$ cat src/rtl/nrs_pilot_fetch_ctrl_if.sv
// NRS pilot stream bundle toward the channel estimator.
// Valid/ready handshake carrying one pilot RE per beat.
interface nrs_pilot_fetch_ctrl_if #(
  parameter int DATA_W = 32
);
  logic [DATA_W-1:0] pilot_data;
  logic [1:0]        pilot_idx;
  logic              pilot_valid;
  logic              pilot_ready;
  logic              pilot_last;

  modport master (
    output pilot_data,
    output pilot_idx,
    output pilot_valid,
    output pilot_last,
    input  pilot_ready
  );

  modport slave (
    input  pilot_data,
    input  pilot_idx,
    input  pilot_valid,
    input  pilot_last,
    output pilot_ready
  );
endinterface

$ cat src/rtl/nrs_pilot_fetch_ctrl.sv
// NRS pilot fetch controller: reads the 4 NRS pilot REs
// of one buffered subframe and streams them out.
module nrs_pilot_fetch_ctrl #(
  parameter int DATA_W = 32
) (
  input  logic              clk,
  input  logic              rst_n,
  input  logic              start,
  input  logic              abort,
  input  logic [8:0]        cell_id,
  output logic [8:0]        idx_cell_id,
  output logic [1:0]        est_rd_addr,
  input  logic [3:0]        index_demap,
  output logic              mem_rd_en,
  output logic [3:0]        mem_rd_row,
  output logic [3:0]        mem_rd_col,
  input  logic [DATA_W-1:0] mem_rd_data,
  output logic              busy,
  output logic              done,
  nrs_pilot_fetch_ctrl_if.master pilot
);

  typedef enum logic [2:0] {
    IDLE,
    SETUP,
    READ,
    WAIT,
    HOLD,
    DONE
  } state_t;

  state_t     state;
  state_t     state_nx;
  logic [1:0] k;
  logic [1:0] k_nx;
  logic       ld;
  logic       cap;
  logic       hs;
  logic       kill;

  assign est_rd_addr = k;

  // State register
  always_ff @(posedge clk) begin
    if (!rst_n) begin
      state <= IDLE;
    end else begin
      state <= state_nx;
    end
  end

  // Next state, read strobe and datapath controls
  always_comb begin
    state_nx   = state;
    k_nx       = k;
    ld         = 1'b0;
    cap        = 1'b0;
    hs         = 1'b0;
    mem_rd_en  = 1'b0;
    mem_rd_row = 4'd0;
    mem_rd_col = 4'd0;
    done       = 1'b0;
    busy       = (state != IDLE);
    kill       = abort && (state != IDLE);
    unique case (state)
      IDLE: begin
        if (start) begin
          ld       = 1'b1;
          k_nx     = 2'd0;
          state_nx = SETUP;
        end
      end
      SETUP: begin
        state_nx = READ;
      end
      READ: begin
        mem_rd_en  = 1'b1;
        mem_rd_row = index_demap;
        unique case (k)
          2'd0: mem_rd_col = 4'd5;
          2'd1: mem_rd_col = 4'd6;
          2'd2: mem_rd_col = 4'd12;
          2'd3: mem_rd_col = 4'd13;
          default: mem_rd_col = 4'd0;
        endcase
        state_nx = WAIT;
      end
      WAIT: begin
        cap      = 1'b1;
        state_nx = HOLD;
      end
      HOLD: begin
        if (pilot.pilot_valid && pilot.pilot_ready) begin
          hs = 1'b1;
          if (k == 2'd3) begin
            state_nx = DONE;
          end else begin
            k_nx     = k + 2'd1;
            state_nx = READ;
          end
        end
      end
      DONE: begin
        done     = 1'b1;
        state_nx = IDLE;
      end
      default: begin
        state_nx = IDLE;
      end
    endcase
    // Cancel wins over any handshake or capture
    if (kill) begin
      state_nx = IDLE;
      k_nx     = k;
      ld       = 1'b0;
      cap      = 1'b0;
      hs       = 1'b0;
    end
  end

  // Pilot counter, cell ID and output pilot registers
  always_ff @(posedge clk) begin
    if (!rst_n) begin
      k                 <= 2'd0;
      idx_cell_id       <= 9'd0;
      pilot.pilot_data  <= '0;
      pilot.pilot_idx   <= 2'd0;
      pilot.pilot_valid <= 1'b0;
      pilot.pilot_last  <= 1'b0;
    end else begin
      k <= k_nx;
      if (ld) begin
        idx_cell_id <= cell_id;
      end
      if (kill) begin
        pilot.pilot_valid <= 1'b0;
        pilot.pilot_last  <= 1'b0;
      end else if (cap) begin
        pilot.pilot_data  <= mem_rd_data;
        pilot.pilot_idx   <= k;
        pilot.pilot_valid <= 1'b1;
        pilot.pilot_last  <= (k == 2'd3);
      end else if (hs) begin
        pilot.pilot_valid <= 1'b0;
        pilot.pilot_last  <= 1'b0;
      end
    end
  end

endmodule

$ cat src/flat_wrapper.sv
// flat-port wrapper written by rule: the top's interface ports become plain ports
module nrs_pilot_fetch_ctrl_flat 
#(
  parameter int DATA_W = 32
)
  (clk, rst_n, start, abort, cell_id, idx_cell_id, est_rd_addr, index_demap, mem_rd_en, mem_rd_row, mem_rd_col, mem_rd_data, busy, done, pilot_pilot_data, pilot_pilot_idx, pilot_pilot_valid, pilot_pilot_last, pilot_pilot_ready);
  nrs_pilot_fetch_ctrl_if #(.DATA_W(DATA_W)) pilot_i ();
  input  logic clk;
  input  logic rst_n;
  input  logic start;
  input  logic abort;
  input  logic [8:0] cell_id;
  output logic [8:0] idx_cell_id;
  output logic [1:0] est_rd_addr;
  input  logic [3:0] index_demap;
  output logic mem_rd_en;
  output logic [3:0] mem_rd_row;
  output logic [3:0] mem_rd_col;
  input  logic [DATA_W-1:0] mem_rd_data;
  output logic busy;
  output logic done;
  output wire logic [$bits(pilot_i.pilot_data)-1:0] pilot_pilot_data;
  output wire logic [$bits(pilot_i.pilot_idx)-1:0] pilot_pilot_idx;
  output wire logic [$bits(pilot_i.pilot_valid)-1:0] pilot_pilot_valid;
  output wire logic [$bits(pilot_i.pilot_last)-1:0] pilot_pilot_last;
  input wire logic [$bits(pilot_i.pilot_ready)-1:0] pilot_pilot_ready;
  assign pilot_pilot_data = pilot_i.pilot_data;
  assign pilot_pilot_idx = pilot_i.pilot_idx;
  assign pilot_pilot_valid = pilot_i.pilot_valid;
  assign pilot_pilot_last = pilot_i.pilot_last;
  assign pilot_i.pilot_ready = pilot_pilot_ready;
  nrs_pilot_fetch_ctrl #(.DATA_W(DATA_W)) u_core (.clk(clk), .rst_n(rst_n), .start(start), .abort(abort), .cell_id(cell_id), .idx_cell_id(idx_cell_id), .est_rd_addr(est_rd_addr), .index_demap(index_demap), .mem_rd_en(mem_rd_en), .mem_rd_row(mem_rd_row), .mem_rd_col(mem_rd_col), .mem_rd_data(mem_rd_data), .busy(busy), .done(done), .pilot(pilot_i));
endmodule
$ cat config.mk
export PLATFORM = sky130hd
export DESIGN_NAME = nrs_pilot_fetch_ctrl_flat
export DESIGN_NICKNAME = d
export VERILOG_FILES = /design/src/rtl/nrs_pilot_fetch_ctrl_if.sv /design/src/rtl/nrs_pilot_fetch_ctrl.sv /design/src/flat_wrapper.sv
export SDC_FILE = /design/constraint.sdc
export NUM_CORES = 1
export LEC_CHECK = 0
export CORE_MARGIN = 2
export CORE_UTILIZATION = 30
export CTS_CLUSTER_DIAMETER = 50
export DETAILED_ROUTE_END_ITERATION = 7
export REMOVE_ABC_BUFFERS = 1
export SLEW_MARGIN = 30
export SYNTH_ARGS = -nofsm -noshare
export SYNTH_HDL_FRONTEND = slang
export SYNTH_SLANG_ARGS = --single-unit
$ cat constraint.sdc
create_clock -name clk -period 1.8 [get_ports clk]
set_clock_uncertainty 0.15 [all_clocks]
set_input_delay 0.36 -clock clk [delete_from_list [all_inputs] [get_ports clk]]
set_output_delay 0.36 -clock clk [all_outputs]
set_load 0.02 [all_outputs]
After elaboration in Yosys (flattened, before gate mapping)
Cells that the tools add are included.
{"block": "op_classes", "add_sub_neg": 1, "mul": 0, "n_div": 0, "n_lt_le_gt_ge": 0, "eq_ne": 11, "shift": 0, "mux": 24, "n_bitwise": 2, "reduce_logical": 11}
{"cell": "4-bit case mux with 4 select lines", "n": 1}
{"cell": "3-bit case mux with 5 select lines", "n": 1}
{"cell": "1-bit 2-to-1 mux", "n": 13}
{"cell": "3-bit 2-to-1 mux", "n": 3}
{"cell": "4-bit 2-to-1 mux", "n": 2}
{"cell": "3-bit by 2-bit == test with 1-bit output, second input constant", "n": 2}
{"cell": "3-bit == test, second input constant", "n": 2}
{"cell": "2-bit 2-to-1 mux", "n": 3}
{"cell": "5-bit AND reduction", "n": 1}
{"cell": "2-bit == test, second input constant", "n": 2}
{"cell": "2-bit != test, second input constant", "n": 2}
{"cell": "2-bit case mux with 2 select lines", "n": 1}
{"cell": "2-bit AND reduction", "n": 2}
{"cell": "2-bit nonzero test", "n": 2}
{"cell": "3-bit by 1-bit == test with 1-bit output, second input constant", "n": 1}
{"cell": "3-bit zero test", "n": 1}
{"cell": "3-bit nonzero test", "n": 1}
{"cell": "2-bit by 1-bit adder with 2-bit output, second input constant", "n": 1}
{"cell": "2-bit by 1-bit == test with 1-bit output, second input constant", "n": 1}
{"cell": "1-bit logical AND", "n": 2}
{"cell": "2-bit zero test", "n": 1}
{"cell": "2-bit by 1-bit != test with 1-bit output, second input constant", "n": 1}
{"cell": "1-bit NOT", "n": 2}
{"cell": "2-bit OR reduction", "n": 1}
{"block": "totals", "register_bits": 50, "latch_bits": 0, "mem_bits_rw": 0, "mem_bits_ro": 0, "in_bits": 50, "out_inout_bits": 58, "wordCells": 56, "n_memories": 0}

Depth between registers and ports, before layout
Gate-level depths: netlist of the first run.
{"block": "logic_depth", "word_depth": 6, "ltp_mapped": 6, "mapped_depth_nobuf": 4}

Worst setup path after synthesis of the first run
No wires, ideal clock.
{"block": "synth_timing", "kind": "reg2out", "from": "register u_core.state[0]", "to": "output mem_rd_col[3]", "arrival_time_ps": 1395, "required_ps": 1290, "setup_slack_ps": -105, "stages_incl_launch_ff": 5, "n_path_buf": 1, "cell_sequence": "dfxtp_1 > buf_1 > nor2_1 > nand2_1 > nor3_1"}
{"block": "synth_between", "elab_chain_len": 2}
{"item": "from (decl)", "line_no": "nrs_pilot_fetch_ctrl.sv:32", "rtl": "state_t state;"}
{"item": "from (signal assigned)", "line_no": "nrs_pilot_fetch_ctrl.sv:48", "rtl": "state <= state_nx;"}
{"item": "3-bit by 2-bit == test with 1-bit output", "line_no": "nrs_pilot_fetch_ctrl.sv:65", "rtl": "unique case (state)"}
{"item": "4-bit 2-to-1 mux", "line_no": "nrs_pilot_fetch_ctrl.sv:65"}
{"item": "to (decl)", "line_no": "flat_wrapper.sv:18", "rtl": "output logic [3:0] mem_rd_col;"}
No other way between the ends.

Worst setup path after layout of the first run
{"block": "layout_timing", "from": "register u_core.state[2]", "to": "output busy"}
{"block": "layout_between", "elab_chain_len": 1}
{"item": "3-bit nonzero test", "line_no": "nrs_pilot_fetch_ctrl.sv:63", "rtl": "busy = (state != IDLE);"}
{"item": "to (decl)", "line_no": "flat_wrapper.sv:20", "rtl": "output logic busy;"}
No other way between the ends.

==> results.tsv, run 1 <==
stage	metric	value	unit
setup_path	WS Path Type	reg2out	
detailed_routing	vias	2087	
cts	CTS Sinks	50	
hold_path	worst min path class	reg2reg	
floorplan	Die W	88.5	microns
detailed_routing	WL met1	2.50	mm
grt	initial antenna violation count	0	
finish	Area Overhead vs Synth	72.2	%
timing	max_slew headroom	55.9	%
synth	Synth Area per Inst	8.52	sq um
floorplan	die height	88.5	microns
pwr	Power Dens Cells	631	nW/um^2
synth	synth unique cells	36	
pwr	maximum VDD drop	0.382	mV
job	Max-Cap Viols	0	
synth	sequential area share after synthesis	46.8	%
cts	clock latency on the worst-skew pair	290	ps
setup_path	CP startpoint	u_core.state[2]	
detailed_routing	WL met3	394	microns
finish	post-route insts no fill	476	
timing	Final Slew Violations	0	
floorplan	Total Die Area	7820	sq um
timing	# setup viols final	0	
synth	share of the synthesized area in the top cell type	46.8	%
placement	GP Congestion	0.751	
floorplan	FP Rows	30	
pwr	Pleak	0.00180	uW
setup_path	CP max FO	5	
detailed_routing	Post-Route WL	5.68	mm
grt	largest net degree at the start of global routing	24	
synth	flops & latches, synth	50	
setup_path	R2R setup slack	70	ps
placement	Post-DP Area	3490	sq um
synth	yosys warns	0	
timing	fin crit share	99.5	%
cts	Longest Clk Path Bufs	2	
grt	vias in the first global route	1922	
finish	final instance area	3680	sq um
cts	CTS buffer count	5	
synth	Cells after Synth	251	
grt	first-pass GRT wire length	8.83	mm
setup_path	reg2reg path depth	5	
cts	H-tree depth	2	
detailed_routing	Avg WL per Cell	11.9	microns
timing	RSZ-0062 raised after global routing	true	
detailed_routing	initial drt markers	43	
setup_path	Worst setup SP type	flop	
finish	nets	433	
detailed_routing	DRT Pass-1 Iters	3	
grt	GRT Overall Usage	14.2	%
cts	Clock Pin Slew Worst Setup and Hold Paths	90	ps
detailed_routing	met2 WL	2.73	mm
detailed_routing	via/cell ratio	4.38	
floorplan	Core Region	6830	sq um
timing	Final Hold Violating Endpoints	0	
floorplan	num ports	108	
setup_path	worst reg2reg endpoint	u_core.state[1]	
detailed_routing	DR top layer	met4	
finish	share of cells above drive strength 1	17.6	%
setup_path	Worst setup endpoint	busy	
setup_path	RR Startpoint	u_core.state[2]	
timing	min cycle time layout	1790	ps
detailed_routing	post-route DRC violation count	0	
grt	total gr overflow	0	
cts	root buf cell	clkbuf_8	
cts	CTS tree	done	
placement	detailed placer's ending HPWL	4.29	mm
timing	Worst-Margin Slew	655	ps
synth	Post-Syn Area	2140	sq um
finish	antenna fix cells	0	
synth	top post-synthesis cells by area	dfxtp_1 (47%), nand2_1 (16%), a21boi_1 (13%)	
setup_path	worst path required time	1290	ps
placement	Cells after DPL	465	
detailed_routing	DRT antenna net count	0	
timing	Max Fclk	558	MHz
setup_path	Arrival @ worst endpoint	1280	ps
placement	PortBufs	107	
outcome	outcome	completed	
floorplan	Initial Util	31.3	%
timing	setup TNS	0	ps
synth	largest area contributor in the netlist	dfxtp_1	
setup_path	Critical Path End Type	output pin	
-- metal layers --
layer / vias up / track usage [%]
met5: - / 0
met4: 0 / 2.89
met3: 7 / 5.22
met2: 59 / 24.1
met1: 943 / 17.3
li1: 1078 / -
-- worst min-delay path by stage --
stage                                start                     endpoint  slack [ps]  depth (start not counted)
6_report        u_core.pilot.pilot_data[8]   u_core.pilot.pilot_data[8]         300                          2
5_1_grt        u_core.pilot.pilot_data[12]  u_core.pilot.pilot_data[12]         320                          2
4_1_cts              u_core.idx_cell_id[5]        u_core.idx_cell_id[5]         310                          2
3_5_place_dp         u_core.idx_cell_id[5]        u_core.idx_cell_id[5]         300                          2
3_3_place_gp   u_core.pilot.pilot_data[18]  u_core.pilot.pilot_data[18]         290                          2
2_1_floorplan                   cell_id[0]        u_core.idx_cell_id[0]         340                          2
-- sequential cells by signal, summed over array words and instances (netlist names) --
register,flops
u_core.pilot.pilot_idx,2
u_core.pilot.pilot_valid,1
u_core.pilot.pilot_data,32
u_core.idx_cell_id,9
u_core.pilot.pilot_last,1
u_core.state,3
u_core.est_rd_addr,2
-- power breakdown --
group / switching (uW) / internal (uW) / total, uW
Combinational: 207 / 300 / 507
Clock: 352 / 311 / 662
Sequential: 19.5 / 1140 / 1160
-- layout by cell type (no fill, tap or decap), types with 2 or more instances in the layout --
master,instances
a21boi_0,5
a21boi_1,38
a21oi_1,3
and3_1,6
buf_12,2
buf_2,4
buf_4,33
buf_6,3
clkbuf_8,6
clkdlybuf4s50_1,70
dfxtp_1,45
dfxtp_2,5
dlygate4sd2_1,3
dlymetal6s2s_1,23
ha_1,3
inv_1,2
mux2i_1,2
nand2_1,91
nand3_1,2
nor2_1,2
nor2b_1,2
nor3b_1,2
o21ai_0,2
-- synth_stat cells --
cell type,count
buf_2,6
nor4b_4,1
nor2b_1,2
nand2b_1,1
a211oi_1,1
nor4_1,1
buf_6,1
inv_1,3
a21bo_4,1
or4b_1,1
or3b_1,1
a21oi_1,3
buf_1,1
a21boi_1,38
o21bai_1,1
and3_1,6
nor4bb_1,1
o311ai_1,1
or3_4,1
o211ai_1,1
nand3_1,2
nand2_1,92
a2111oi_4,1
a21boi_0,5
nor2_1,4
o21ai_0,2
ha_1,4
dfxtp_1,50
nand4bb_1,1
nor3b_1,2
nor3_1,1
clkbuf_1,10
and3b_1,1
buf_4,1
o31ai_1,1
mux2i_1,2
-- cells by family after synthesis --
logic type | count (synthesis) | synth area share (%)
AND/OR/NAND/NOR | 118 | 25.1
buffers and inverters | 22 | 4.74
multiplexers | 2 | 0.936
flip-flops | 50 | 46.8
AO/OA/AOI/OAI | 55 | 20.1
adder cells (fa/ha/maj) | 4 | 2.34
-- area by class of cell --
cell class	instances	area [sq um]
fill	692	3150
timing repair buffer	140	1380
multi-input combinational	179	1070
sequential	50	1010
tap	96	120
clock buffer	7	86.3
inverter	3	11.3
clock inverter	1	5.00
-- critical path, stage by stage, from the launching register on --
cell and delay (ps):
dfxtp_2 350, buf_6 120, or3_4 370, buf_6 140
-- per-stage QoR --
stage / worst slack, ps / utilization (%) / hold WS, ps / power, uW
2_1_floorplan: -1850 / - / 345 / 1370
3_3_place_gp: -248 / 51.1 / 290 / 1670
3_5_place_dp: -278 / 51.1 / 295 / 1670
4_1_cts: -37.1 / 52.1 / 308 / 2350
5_1_grt: -49.1 / 53.9 / 318 / 2450
6_report: 8.28 / 53.9 / 301 / 2330
-- timing repair --
item,CTS,global route
cloned,0,0
pin swaps,2,5
hold buffers,0,0
endpoints found under the setup margin,14,33
gates resized for setup,57,36
buffers inserted,0,3
Power figures use the tool's default switching activity.
==> run 2: changes to the inputs <==
--- a/config.mk
+++ b/config.mk
@@ -5,11 +5,16 @@
 export SDC_FILE = /design/constraint.sdc
 export NUM_CORES = 1
 export LEC_CHECK = 0
+export CELL_PAD_IN_SITES_DETAIL_PLACEMENT = 1
+export CELL_PAD_IN_SITES_GLOBAL_PLACEMENT = 1
 export CORE_MARGIN = 2
-export CORE_UTILIZATION = 30
+export CORE_UTILIZATION = 28
 export CTS_CLUSTER_DIAMETER = 50
+export CTS_CLUSTER_SIZE = 10
 export DETAILED_ROUTE_END_ITERATION = 7
+export PLACE_DENSITY_LB_ADDON = 0.1
 export REMOVE_ABC_BUFFERS = 1
+export SKIP_LAST_GASP = 1
 export SLEW_MARGIN = 30
 export SYNTH_ARGS = -nofsm -noshare
 export SYNTH_HDL_FRONTEND = slang
==> run 2 against run 1 <==
Net effect:
- first-iteration DRC count decreased by 37%
- sequential share of layout area about the same
- core utilization decreased by 3.8 points
- cell count decreased by 0.42%
- critical path type unchanged
- power increased by 4.1%
- hold slack got worse by 0.50 ps
- combinational power decreased by 1%
- highest routed layer unchanged
- clock-buffer cell count unchanged
- global-route usage increased by 0.64 points
- routed wire length increased by 12%
- clock power increased by 16%
- critical path depth increased by 2
==> results.tsv, run 2 (synthesized netlist as in run 1, its figures left out) <==
stage	metric	value	unit	change
floorplan	Core Region	7330	sq um	+7.3%
finish	final instance area	3680	sq um	-0.17%
timing	Final Hold Violating Endpoints	0		unchanged
grt	largest net degree at the start of global routing	30		+25%
timing	max_slew headroom	71.5	%	+16 points
detailed_routing	Post-Route WL	6.34	mm	+12%
grt	GRT Overall Usage	14.8	%	+0.64 points
grt	vias in the first global route	2120		+10%
timing	Final Slew Violations	0		unchanged
outcome	outcome	completed		
pwr	Power Dens Cells	659	nW/um^2	+4.3%
pwr	Pleak	0.00185	uW	+2.6%
floorplan	FP Rows	31		+3.3%
detailed_routing	Avg WL per Cell	13.4	microns	+12%
timing	fin crit share	98.2	%	-1.3 points
finish	most frequent cells in the layout	nand2_1 (91), clkdlybuf4s50_1 (66), dfxtp_1 (46)		
grt	initial antenna violation count	0		unchanged
finish	max reg flops	32		unchanged
cts	H-tree depth	2		unchanged
setup_path	Worst setup SP type	flop		
setup_path	critical path buffer and inverter count	2		unchanged
setup_path	CP max stage delay	360	ps	about the same
job	Max-Cap Viols	0		unchanged
cts	Longest Clk Path Bufs	2		unchanged
cts	clock latency on the worst-skew pair	280	ps	about the same
cts	CTS buffer count	5		unchanged
cts	CTS tree	done		
timing	RSZ-0062 raised after global routing	true		
timing	Worst-Margin Slew	427	ps	-229 ps
grt	layer with the highest usage	met2		
setup_path	worst path required time	1290	ps	about the same
timing	post-route setup slack	32.4	ps	+24.1 ps
setup_path	Critical Path End Type	output pin		
finish	Area Overhead vs Synth	71.9	%	
finish	nets	428		-1.2%
grt	total gr overflow	0		unchanged
finish	final core occ	50.2	%	-3.8 points
placement	Place WS	-272	ps	+6.15 ps
placement	Post-DP Area	3460	sq um	-1.0%
setup_path	CP Cell Sequence	inv_1 -> ha_1 -> nor2_1 -> nor3_2 -> buf_2		
cts	hold buffer count at CTS	0		unchanged
cts	CTS Sinks	50		unchanged
grt	met2 Track Usage GR	26.1	%	+2.0 points
detailed_routing	initial drt markers	27		-37%
detailed_routing	DRT antenna net count	0		unchanged
cts	root buf cell	clkbuf_8		
detailed_routing	DRT Pass-1 Iters	4		+1
timing	# setup viols final	0		unchanged
cts	Clock Pin Slew Worst Setup and Hold Paths	90	ps	about the same
placement	detailed placer's ending HPWL	4.80	mm	+12%
finish	antenna fix cells	0		unchanged
setup_path	CP max FO	4		-1
detailed_routing	post-route DRC violation count	0		unchanged
placement	PortBufs	107		unchanged
detailed_routing	vias	2112		+1.2%
finish	largest registers	u_core.pilot.pilot_data (32), u_core.idx_cell_id (9), u_core.state (3)		
hold_path	worst min path class	reg2reg		
floorplan	Die W	91.4	microns	+3.4%
floorplan	Total Die Area	8360	sq um	+6.8%
setup_path	WS Path Type	reg2out		
placement	GP Congestion	0.721		-4.0%
setup_path	Crit-path slowest cell	dfxtp_2		
timing	Max Fclk	566	MHz	+1.4%
finish	Top reg by flops	u_core.pilot.pilot_data		
finish	commonest non-fill, non-tap cell in the layout	nand2_1		
floorplan	Initial Util	29.2	%	-2.1 points
detailed_routing	via/cell ratio	4.46		+1.6%
setup_path	Arrival @ worst endpoint	1260	ps	-20 ps
floorplan	num ports	108		unchanged
grt	GR Util met1	18.0	%	+0.63 points
timing	min cycle time layout	1770	ps	-24.1 ps
pwr	maximum VDD drop	0.343	mV	-10%
floorplan	die height	91.4	microns	+3.4%
grt	met3 GRT Util	4.15	%	-1.1 points
setup_path	Top Family by Delay on Critical Path	flip-flops		
finish	share of cells above drive strength 1	15.5	%	-2.2 points
grt	first-pass GRT wire length	10.2	mm	+15%
[run 2: cell type report]
type                    instances  area [sq um]
repair buffers                135          1360
multi-input cells             179          1070
clock buffers                   7          76.3
inverters                       3          11.3
clock inverters                 1          30.0
well taps                      99           124
fillers                       851          3650
flip-flops and latches         50          1010
[run 2: worst register-to-register path: cells and delay by family, from the launching register on]
family / cells / cell delay, ps
compound gates: 2 / 530
flops: 1 / 330
simple gates: 1 / 370
buf+inv: 2 / 270
[run 2: stage by stage]
step,hold WS [ps],instances,power [uW],TNS (ps)
after floorplan,345,232,1370,-65000
after global placement,290,461,1660,-3620
after detailed placement,294,461,1670,-6070
after CTS,307,469,2450,-28.1
after global routing,323,474,2550,-82.4
final,300,474,2420,0
[run 2: repair_timing]
action	in CTS	in global routing
gates resized for setup	49	38
cloned	0	0
setup endpoints to repair	14	35
setup buffers	0	5
pin swaps	1	1
[run 2: worst paths after layout]
path                                                   from                          end  slack, ps  cells after the start
worst max-delay path                  u_core.est_rd_addr[0]                mem_rd_col[3]         30                      5
worst min-delay path            u_core.pilot.pilot_data[14]  u_core.pilot.pilot_data[14]        300                      2
worst max register to register              u_core.state[0]              u_core.state[0]         50                      5
worst min register to register  u_core.pilot.pilot_data[14]  u_core.pilot.pilot_data[14]        300                      2
[run 2: layer usage]
layer,wire length [microns],part of all wire [%]
met1,2840,45
met5,0,0
met3,340,5.4
met2,3120,49
met4,46,0.73
[run 2: power by group]
| group | total, uW | switching (uW) | internal (uW) |
|---|---|---|---|
| combinational | 500 | 212 | 288 |
| sequential | 1150 | 17.3 | 1140 |
| clock | 769 | 352 | 416 |
==> run 3: changes to the inputs <==
--- a/config.mk
+++ b/config.mk
@@ -13,7 +13,6 @@
 export CTS_CLUSTER_SIZE = 10
 export DETAILED_ROUTE_END_ITERATION = 7
 export PLACE_DENSITY_LB_ADDON = 0.1
-export REMOVE_ABC_BUFFERS = 1
 export SKIP_LAST_GASP = 1
 export SLEW_MARGIN = 30
 export SYNTH_ARGS = -nofsm -noshare
==> run 3 against run 2 <==
Net effect:
- non-clock buffer count is 5 higher
- global-route usage is 0.16 points higher
- core utilization is 0.73 points higher
- highest routed layer unchanged
==> results.tsv, run 3 (synthesized netlist as in run 1, its figures left out) <==
stage	metric	value	unit	change
finish	final instance area	3730	sq um	+1.5%
finish	most frequent cells in the layout	nand2_1 (91), clkdlybuf4s50_1 (62), dfxtp_1 (45)		
detailed_routing	initial drt markers	32		+19%
timing	Max Fclk	560	MHz	-1.0%
timing	RSZ-0062 raised after global routing	true		
finish	Area Overhead vs Synth	74.4	%	
placement	GP Congestion	0.805		+12%
grt	initial antenna violation count	0		unchanged
finish	antenna fix cells	0		unchanged
hold_path	worst min path class	reg2reg		
floorplan	num ports	108		unchanged
cts	root buf cell	clkbuf_8		
detailed_routing	Post-Route WL	6.47	mm	+1.9%
setup_path	Crit-path slowest cell	or3_4		
setup_path	CP max FO	6		+2
cts	H-tree depth	2		unchanged
cts	CTS tree	done		
detailed_routing	post-route DRC violation count	0		unchanged
setup_path	R2R setup slack	10	ps	-40 ps
floorplan	Core Region	7330	sq um	unchanged
finish	largest registers	u_core.pilot.pilot_data (32), u_core.idx_cell_id (9), u_core.state (3)		
setup_path	CP Cell Sequence	buf_6 -> or3_4 -> buf_4 -> a21bo_4 -> a2111oi_4		
timing	max_slew headroom	54.1	%	-17 points
finish	max reg flops	32		unchanged
hold_path	HP Start	u_core.pilot.pilot_idx[1]		
setup_path	CP max stage delay	370	ps	about the same
timing	# setup viols final	0		unchanged
setup_path	WS Path Type	reg2reg		
timing	fin crit share	99.2	%	+1.0 points
grt	GRT Overall Usage	15.0	%	+0.16 points
setup_path	reg2reg path depth	5		unchanged
detailed_routing	via/cell ratio	4.43		-0.51%
grt	vias in the first global route	2053		-3.2%
setup_path	worst reg2reg endpoint	u_core.state[0]		
detailed_routing	Avg WL per Cell	13.5	microns	+1.1%
placement	Post-DP Area	3510	sq um	+1.4%
setup_path	worst path required time	1840	ps	+550 ps
finish	share of cells above drive strength 1	18.7	%	+3.3 points
hold_path	hold endpoint	u_core.pilot.pilot_idx[1]		
job	Max-Cap Viols	0		unchanged
detailed_routing	DRT Pass-1 Iters	4		unchanged
synth	Mapped Nets	305		
timing	Final Slew Violations	0		unchanged
detailed_routing	WL met1	2.94	mm	+3.5%
timing	Final Hold Violating Endpoints	0		unchanged
floorplan	FP Rows	31		unchanged
placement	Place WS	-272	ps	-0.183 ps
setup_path	Critical Path End Type	flop		
cts	Longest Clk Path Bufs	2		unchanged
finish	commonest non-fill, non-tap cell in the layout	nand2_1		
floorplan	Total Die Area	8360	sq um	unchanged
timing	Worst-Margin Slew	682	ps	+255 ps
pwr	maximum VDD drop	0.293	mV	-15%
detailed_routing	WL met3	393	microns	+16%
floorplan	die height	91.4	microns	unchanged
grt	total gr overflow	0		unchanged
timing	min cycle time layout	1790	ps	+18.1 ps
detailed_routing	DRT antenna net count	0		unchanged
setup_path	Worst setup SP type	flop		
floorplan	Initial Util	29.2	%	unchanged
setup_path	Arrival @ worst endpoint	1830	ps	+570 ps
floorplan	Die W	91.4	microns	unchanged
cts	hold buffer count at CTS	0		unchanged
hold_path	Hold Crit Depth	2		unchanged
timing	post-route setup slack	14.3	ps	-18.1 ps
detailed_routing	met2 WL	3.09	mm	-0.77%
cts	CTS buffer count	5		unchanged
grt	first-pass GRT wire length	10.1	mm	-0.40%
outcome	outcome	completed		
finish	Top reg by flops	u_core.pilot.pilot_data		
placement	detailed placer's ending HPWL	4.65	mm	-3.0%
timing	hold slack	303	ps	+2.99 ps
pwr	Power Dens Cells	654	nW/um^2	-0.70%
cts	clock latency on the worst-skew pair	300	ps	+20 ps
grt	largest net degree at the start of global routing	36		+20%
finish	nets	433		+1.2%
setup_path	RR Startpoint	u_core.state[0]		
cts	Clock Pin Slew Worst Setup and Hold Paths	100	ps	about the same
detailed_routing	DR top layer	met4		
placement	PortBufs	107		unchanged
cts	CTS Sinks	50		unchanged
pwr	Pleak	0.00191	uW	+3.4%
detailed_routing	vias	2119		+0.33%
## run 3: cell types whose count changed in the layout (fill, tap and decap cells not counted), sizes merged
cell	previous run	this run
clkinv	0	1
dlymetal6s2s	27	29
clkbuf	7	5
dlygate4sd2	3	5
buf	36	42
clkdlybuf4s50	66	62
clkdlybuf4s15	3	2
## run 3: worst max path at each step
stage / from / end
after floorplan: u_core.state[0] / mem_rd_col[2]
after global placement: index_demap[1] / mem_rd_row[1]
after detailed placement: index_demap[0] / mem_rd_row[0]
after CTS: u_core.state[2] / busy
after global routing: u_core.est_rd_addr[0] / mem_rd_col[3]
final: u_core.state[0] / u_core.state[0]
## run 3: where the power goes
part	total, uW	internal, uW	leakage, uW	switching [uW]
Combinational	498	286	0.00145	211
Clock	787	409	0.0000542	378
Sequential	1160	1140	0.000407	18.7
Total	2440	1830	0.00191	607
## run 3: per-stage QoR
stage | total power [uW] | utilization [%] | setup TNS, ps | cells
6_report | 2440 | 50.9 | 0 | 478
5_1_grt | 2570 | 50.9 | -170 | 478
4_1_cts | 2460 | 49.0 | -97.0 | 475
3_5_place_dp | 1670 | 47.8 | -6320 | 468
3_3_place_gp | 1660 | 47.8 | -5430 | 468
2_1_floorplan | 1390 | - | -3.84 | 251
## run 3: layout make-up
| class | instances | area [sq um] |
|---|---|---|
| clock inverters | 2 | 38.8 |
| repair buffers | 140 | 1390 |
| multi-input cells | 179 | 1100 |
| inverters | 3 | 11.3 |
| clock buffers | 5 | 68.8 |
| fillers | 845 | 3600 |
| flip-flops and latches | 50 | 1010 |
| well taps | 99 | 124 |
## run 3: what timing repair did
action                                  in CTS  in global routing
endpoints found under the setup margin      16                 40
setup buffers                                0                  3
gates resized for setup                     57                 44
pin swaps                                    3                  4
## run 3: worst max-delay path, delay by kind of cell (launching register included)
family          cells  cell delay [ps]
flops               1              340
compound gates      2              550
buf+inv             2              260
simple gates        1              370
## run 3: per-layer routing
layer	GRT usage [%]	vias to the layer above
li1	-	1081
met1	19.4	969
met2	24.1	65
met3	4.07	4
met4	4.92	0
met5	0	-
